[src/rtl/clk_div_ctrl_pkg.sv]
// -----------------------------------------------------------------------------
// clk_div_ctrl_pkg
// Shared definitions for the clock divider ratio controller:
//   state_e        - controller FSM states
//   MIN_RATIO      - smallest divide ratio the divider can run with
//   is_legal_ratio - true when a requested ratio can be applied
// -----------------------------------------------------------------------------
package clk_div_ctrl_pkg;

   typedef enum logic [2:0] {
      IDLE,
      GATE,
      LOAD,
      SETTLE,
      ACK
   } state_e;

   localparam logic [31:0] MIN_RATIO = 32'd2;

   // Ratios 0 and 1 cannot be produced by an integer divider and are rejected.
   function automatic logic is_legal_ratio(input logic [31:0] ratio);
      return (ratio >= MIN_RATIO);
   endfunction

endpackage

[src/rtl/clk_div_ctrl_rr_arb.sv]
// -----------------------------------------------------------------------------
// clk_div_ctrl_rr_arb
// Round-robin arbiter for ratio-change requests. The search for a winner starts
// at the pointer; the pointer moves past the served requester only when that
// requester is acknowledged.
// Ports:
//   clk_i       clock
//   rst_i       asynchronous active-high reset (pointer back to 0)
//   req_i       per-requester request vector
//   adv_i       acknowledge strobe, advances the pointer
//   adv_idx_i   index of the requester being acknowledged
//   gnt_valid_o at least one request is pending
//   gnt_idx_o   index of the winning requester
// -----------------------------------------------------------------------------
module clk_div_ctrl_rr_arb #(
   parameter int NUM_REQ = 4,
   parameter int IDX_W   = 2
) (
   input  logic               clk_i,
   input  logic               rst_i,
   input  logic [NUM_REQ-1:0] req_i,
   input  logic               adv_i,
   input  logic [IDX_W-1:0]   adv_idx_i,
   output logic               gnt_valid_o,
   output logic [IDX_W-1:0]   gnt_idx_o
);

   logic [IDX_W-1:0] ptr_q;
   int               cand;

   // Scan requesters starting at the pointer and wrapping; the first active
   // request found wins.
   always_comb begin
      gnt_valid_o = 1'b0;
      gnt_idx_o   = '0;
      cand        = 0;
      for (int i = 0; i < NUM_REQ; i++) begin
         cand = (int'(ptr_q) + i) % NUM_REQ;
         if (!gnt_valid_o && req_i[IDX_W'(cand)]) begin
            gnt_valid_o = 1'b1;
            gnt_idx_o   = IDX_W'(cand);
         end
      end
   end

   // The pointer lands just after the acknowledged requester so it gets the
   // lowest priority in the next round.
   always_ff @(posedge clk_i or posedge rst_i) begin
      if (rst_i) begin
         ptr_q <= '0;
      end else if (adv_i) begin
         if (adv_idx_i == IDX_W'(NUM_REQ - 1)) begin
            ptr_q <= '0;
         end else begin
            ptr_q <= adv_idx_i + 1'b1;
         end
      end
   end

endmodule

[src/rtl/clk_div_ctrl.sv]
// -----------------------------------------------------------------------------
// clk_div_ctrl
// Runtime controller for an integer clock divider. Arbitrates ratio-change
// requests and sequences each change glitch-free: gate the divider, drain,
// load the new ratio with a counter clear, re-enable, settle, acknowledge.
// Ports:
//   clk_i        clock
//   rst_i        asynchronous active-high reset
//   en_i         global divider enable
//   req_valid_i  per-requester change request
//   req_ratio_i  per-requester requested ratio, stable while valid
//   req_ready_o  one-cycle acknowledge to the granted requester
//   req_err_o    qualifies req_ready_o: request rejected
//   div_en_o     divider enable
//   div_ratio_o  ratio applied to the divider
//   div_clr_o    one-cycle divider counter clear
//   busy_o       a change sequence is in progress
// -----------------------------------------------------------------------------
module clk_div_ctrl
   import clk_div_ctrl_pkg::*;
#(
   parameter int NUM_REQ       = 4,
   parameter int RATIO_W       = 8,
   parameter int DEFAULT_RATIO = 4,
   parameter int DRAIN_CYCLES  = 2,
   parameter int SETTLE_CYCLES = 1
) (
   input  logic                            clk_i,
   input  logic                            rst_i,
   input  logic                            en_i,
   input  logic [NUM_REQ-1:0]              req_valid_i,
   input  logic [NUM_REQ-1:0][RATIO_W-1:0] req_ratio_i,
   output logic [NUM_REQ-1:0]              req_ready_o,
   output logic                            req_err_o,
   output logic                            div_en_o,
   output logic [RATIO_W-1:0]              div_ratio_o,
   output logic                            div_clr_o,
   output logic                            busy_o
);

   localparam int IDX_W   = (NUM_REQ > 1) ? $clog2(NUM_REQ) : 1;
   localparam int CNT_MAX = (DRAIN_CYCLES > SETTLE_CYCLES) ? DRAIN_CYCLES : SETTLE_CYCLES;
   localparam int CNT_W   = $clog2(CNT_MAX + 1);

   if (DEFAULT_RATIO < int'(MIN_RATIO)) begin : g_bad_default
      $error("clk_div_ctrl: DEFAULT_RATIO must be at least 2");
   end
   if (DRAIN_CYCLES < 1 || SETTLE_CYCLES < 1) begin : g_bad_cycles
      $error("clk_div_ctrl: DRAIN_CYCLES and SETTLE_CYCLES must be at least 1");
   end
   if (NUM_REQ < 1) begin : g_bad_num_req
      $error("clk_div_ctrl: NUM_REQ must be at least 1");
   end

   state_e             state_q, state_d;
   logic [CNT_W-1:0]   cnt_q, cnt_d;
   logic [IDX_W-1:0]   gnt_q, gnt_d;
   logic               err_q, err_d;
   logic [RATIO_W-1:0] new_ratio_q, new_ratio_d;
   logic [RATIO_W-1:0] ratio_q, ratio_d;

   logic               arb_valid;
   logic [IDX_W-1:0]   arb_idx;
   logic [RATIO_W-1:0] sel_ratio;
   logic               gate;

   clk_div_ctrl_rr_arb #(
      .NUM_REQ (NUM_REQ),
      .IDX_W   (IDX_W)
   ) u_arb (
      .clk_i       (clk_i),
      .rst_i       (rst_i),
      .req_i       (req_valid_i),
      .adv_i       (state_q == ACK),
      .adv_idx_i   (gnt_q),
      .gnt_valid_o (arb_valid),
      .gnt_idx_o   (arb_idx)
   );

   assign sel_ratio = req_ratio_i[arb_idx];

   // Next-state logic. The grant decision in IDLE looks at the winner's ratio
   // directly so an illegal or unchanged ratio is acknowledged one cycle later
   // without ever gating the divider.
   always_comb begin
      state_d     = state_q;
      cnt_d       = cnt_q;
      gnt_d       = gnt_q;
      err_d       = err_q;
      new_ratio_d = new_ratio_q;
      ratio_d     = ratio_q;
      case (state_q)
         IDLE: begin
            if (arb_valid) begin
               gnt_d       = arb_idx;
               new_ratio_d = sel_ratio;
               if (!is_legal_ratio(32'(sel_ratio))) begin
                  err_d   = 1'b1;
                  state_d = ACK;
               end else if (sel_ratio == ratio_q) begin
                  err_d   = 1'b0;
                  state_d = ACK;
               end else begin
                  err_d   = 1'b0;
                  cnt_d   = CNT_W'(DRAIN_CYCLES - 1);
                  state_d = GATE;
               end
            end
         end
         GATE: begin
            if (cnt_q == '0) begin
               state_d = LOAD;
            end else begin
               cnt_d = cnt_q - 1'b1;
            end
         end
         LOAD: begin
            ratio_d = new_ratio_q;
            cnt_d   = CNT_W'(SETTLE_CYCLES - 1);
            state_d = SETTLE;
         end
         SETTLE: begin
            if (cnt_q == '0) begin
               state_d = ACK;
            end else begin
               cnt_d = cnt_q - 1'b1;
            end
         end
         ACK: begin
            state_d = IDLE;
         end
         default: begin
            state_d = IDLE;
         end
      endcase
   end

   // State, counter and captured-request registers. Reset mid-sequence drops
   // the pending change entirely; the requester has to ask again.
   always_ff @(posedge clk_i or posedge rst_i) begin
      if (rst_i) begin
         state_q     <= IDLE;
         cnt_q       <= '0;
         gnt_q       <= '0;
         err_q       <= 1'b0;
         new_ratio_q <= '0;
         ratio_q     <= RATIO_W'(DEFAULT_RATIO);
      end else begin
         state_q     <= state_d;
         cnt_q       <= cnt_d;
         gnt_q       <= gnt_d;
         err_q       <= err_d;
         new_ratio_q <= new_ratio_d;
         ratio_q     <= ratio_d;
      end
   end

   // Outputs decoded from the registered state, so they are glitch-free
   // relative to the clock. The divider is gated only while it drains and
   // while the new ratio is loaded.
   always_comb begin
      req_ready_o = '0;
      if (state_q == ACK) begin
         req_ready_o[gnt_q] = 1'b1;
      end
   end

   assign gate        = (state_q == GATE) || (state_q == LOAD);
   assign div_en_o    = en_i & ~gate;
   assign div_clr_o   = (state_q == LOAD);
   assign div_ratio_o = ratio_q;
   assign req_err_o   = (state_q == ACK) & err_q;
   assign busy_o      = (state_q != IDLE);

   // A requester must keep valid asserted until it sees ready.
   for (genvar g = 0; g < NUM_REQ; g++) begin : g_proto
      a_hold_valid: assert property (@(posedge clk_i) disable iff (rst_i)
         (req_valid_i[g] && !req_ready_o[g]) |=> req_valid_i[g]);
   end

endmodule

[config.mk]
export PLATFORM = sky130hd
export DESIGN_NAME = clk_div_ctrl
export DESIGN_NICKNAME = d
export VERILOG_FILES = /design/src/rtl/clk_div_ctrl_pkg.sv /design/src/rtl/clk_div_ctrl_rr_arb.sv /design/src/rtl/clk_div_ctrl.sv
export SDC_FILE = /design/constraint.sdc
export NUM_CORES = 1
export LEC_CHECK = 0
export BUFFER_PORTS_ARGS = -buffer_cell sky130_fd_sc_hd__buf_4
export CELL_PAD_IN_SITES_DETAIL_PLACEMENT = 1
export CELL_PAD_IN_SITES_GLOBAL_PLACEMENT = 2
export CORE_UTILIZATION = 34
export DETAILED_ROUTE_END_ITERATION = 6
export GPL_TIMING_DRIVEN = 0
export PLACE_DENSITY = 0.92
export SLEW_MARGIN = 25
export SYNTH_ARGS = -nofsm -noshare
export SYNTH_HDL_FRONTEND = slang
export SYNTH_SLANG_ARGS = --single-unit
export TNS_END_PERCENT = 50
[constraint.sdc]
create_clock -name clk_i -period 7.7 [get_ports clk_i]
set_input_delay 0.77 -clock clk_i [delete_from_list [all_inputs] [get_ports clk_i]]
set_output_delay 0.77 -clock clk_i [all_outputs]
set_load 0.05 [all_outputs]
==> impl_results.md <==
- Status: finished clean
- Port Buffers: 54
- Core Area: 0.005608 mm2
- Root buf cell: clkbuf_8
- First-pass GRT wire length: 9942 um
- Final WL: 6110 um
- Hold-fix buffers, CTS: 0
- Crit path cell chain: buf_4, mux2_4, and2_4, buf_6, o31ai_2, nand3_1, a222oi_1, and4_1, a41oi_1, a21oi_1, a21oi_1
- Congestion Overflow GR: 0
- Total iterations of the first detailed-routing run: 4
- Die height: 78.81 um
- Via count: 1,935
- Reg2reg end: cnt_q[0]
- Number of flops mapped to enable cells by yosys: 0
- Hold Path End: u_arb.ptr_q[0]
- Worst R2R Setup Slack: 4730 ps
- Top cells by area, synth: dfrtp_1, mux2_2, nand2_1
- Max H-tree Level: 1
- Worst Setup SP: req_valid_i[0]
- Final non-filler cell total: 347
- Antenna violations before repair: 0
- Overall power: 0.9550 mW
- CTS resizes: 0
- I/O Pins: 55
- Ys async rst share: 1.000
- Routed WL per cell: 17.61 um
- Req. time, crit path: 7840 ps
- Fillers: 674
- Via/cell ratio: 5.576
- Number of inserted diodes: 0
- FF+latch count, synth: 26
- Leak Pwr: 1.206 nW
- CP Max Fanout: 10
- ANT nets after route: 0
- Area Growth Syn to Fin: 27.45%
- Final setup vio count: 0
- Main flop type after synthesis: dfrtp_1
- Initial DRC count: 84
- HP Start: u_arb.ptr_q[0]
- Avg Cell Area, Syn: 9.243 um2
- Post-layout util: 0.4558
- Crit path capture type: flip-flop
- Setup Buffers After CTS: 0
- Slowest CP cell: o31ai_2
- CTS clk-pin slew, worst paths: 90 ps
- Yosys cell types: 55
- Setup TNS: 0 ps
- Total track usage: 0.2053
- Clock Skews: 2.470 ps
- Routability cong.: 0.7823
- Worst slew margin: 0.6268
- CP arrival: 3210 ps
- CTS Buf Count: 3
- Die Area: 0.006210 mm2
- Worst-Margin Slew: 558.9 ps
- VDD IR max: 0.1338 mV
- Fraction of layout cells with a size suffix above 1: 0.3273
- Min Tclk post-route: 3067 ps
- Number of global-route vias before repair: 1,995
- Worst reg-to-reg path cell count: 10
- Clk sinks: 26
- Share of the synthesized area in the top cell type: 0.3119
- Yosys warns: 0
- Post-Synthesis Net Count: 261
- Largest net degree at the start of global routing: 27
- CTS max path bufs: 2
- Initial Utilization: 0.3577
- Row count: 27
- Final #Nets: 320
- Min-delay worst type: reg2reg
- Chip width: 78.81 um
- Power Dens Cells: 373.6 mW/mm2
- DP Wirelength: 4917 um
- Leading area contributor after synthesis: dfrtp_1
- Most common cell type on the critical path: a21oi_1
- CTS tree: yes
- CP startpoint kind: input port
- Worst skew pair latency: 270 ps
- Max-cap check violation count: 0
- Slew Viols, Final: 0
- Fin crit share: 0.3984
- Post-synthesis sequential area ratio: 0.3250
- RSZ-0062 raised after global routing: false
- Mapped cell area: 0.002006 mm2
- Crit path largest cell delay: 380 ps
- Final Hold Vio Count: 0
- Number of remaining DRC errors: 0
- Hold path depth: 2
- Fmax: 326.0 MHz
- Worst r2r src: u_arb.ptr_q[1]
- Mapped Cells: 217
- Crit path kind: in2reg
- Inst Count DP: 343
==> power breakdown <==
part           switching, mW  leakage [nW]  total [mW]  internal (mW)
Clock                 0.0419        0.0288      0.0875         0.0457
Sequential            0.0675         0.318       0.271          0.203
Combinational          0.354         0.859       0.597          0.242
==> synthesized netlist by cell type (2+ instances only) <==
cell	number
a211o_1	2
o32ai_1	2
a21o_1	4
xnor2_1	3
o21ai_0	8
o22ai_1	2
o21a_1	2
and3_1	5
o31ai_1	7
dfrtp_1	25
xor2_1	2
a41oi_1	3
buf_2	6
ha_1	5
a41o_1	4
o31ai_2	2
nand2_1	17
a221oi_1	2
nor2_1	5
inv_1	16
mux2_2	13
nand3_1	6
a22o_1	2
clkbuf_1	6
and2_1	7
nor3b_1	4
a211oi_1	2
mux2i_1	5
nand4_1	8
a21boi_0	4
o31ai_4	2
o211ai_1	6
a21oi_1	8
==> worst max-delay path by stage <==
stage	slack, ps	to	cells past startpoint
after CTS	4640	state_q[2]	11
after global routing	4480	cnt_q[0]	10
after floorplan	4860	state_q[2]	10
final	4630	cnt_q[0]	11
after detailed placement	4350	cnt_q[0]	11
after global placement	4390	state_q[2]	10
==> critical path, delay by kind of cell <==
family	cells	cell delay [ps]
mux	1	280
buf+inv	2	270
simple gates	3	620
compound gates	5	1280
==> state kept, by name, summed over array words and instances (netlist names) <==
name and count:
cnt_q 2, state_q 3, div_ratio_o 8, err_q 1, new_ratio_q 8, gnt_q 2, u_arb.ptr_q 2
==> kinds of logic after synthesis <==
| family | share of synthesized area |
|---|---|
| flops | 0.3250 |
| xor+xnor | 0.02184 |
| simple gates | 0.1697 |
| mux | 0.1054 |
| compound gates | 0.2851 |
| fa+ha+maj | 0.03119 |
| buf+inv | 0.06176 |
==> area by class of cell <==
cell class | count | area (um2) | area share
buffer | 13 | 63.81 | 0.02496
clock buffer | 4 | 55.05 | 0.02154
inverter | 16 | 60.06 | 0.02349
multi-input combinational | 162 | 1230 | 0.4812
sequential | 26 | 651.9 | 0.2550
tap | 72 | 90.09 | 0.03524
timing repair buffer | 54 | 405.4 | 0.1586
==> metal layers <==
layer / vias to the layer above / GRT usage / routed length [um]
li1: 940 / - / -
met1: 936 / 0.2768 / 2809
met2: 53 / 0.3435 / 2923
met3: 6 / 0.02299 / 298
met4: 0 / 0.06111 / 79
met5: - / 0 / 0
==> per-stage QoR <==
stage	cell area, um2	worst slack (ps)	hold slack [ps]
after floorplan	2006	4857	441.8
after global placement	2501	4394	457.5
after detailed placement	2501	4351	474.6
after CTS	2556	4638	497.2
after global routing	2556	4475	516.4
final	2556	4633	491.6
==> layout by cell type, fill, tap and decap left out, types with 2 or more instances in the layout <==
cell type,count
a41oi_1,3
a211o_1,2
a21o_1,4
o31ai_2,2
o31ai_4,2
a41o_1,4
nor2_1,5
o21ai_0,8
nand4_1,8
nand3_1,6
buf_4,54
a21oi_1,8
o21a_1,2
ha_1,5
and2_1,7
a211oi_1,2
dfrtp_1,25
clkbuf_8,4
xnor2_1,3
nor3b_1,4
o22ai_1,2
buf_2,6
o31ai_1,7
clkbuf_1,6
xor2_1,2
o211ai_1,6
nand2_1,17
a21boi_0,4
inv_1,15
mux2_2,13
and3_1,5
a221oi_1,2
o32ai_1,2
mux2i_1,5
a22o_1,2
No activity file was read; power rests on OpenSTA's default activity.
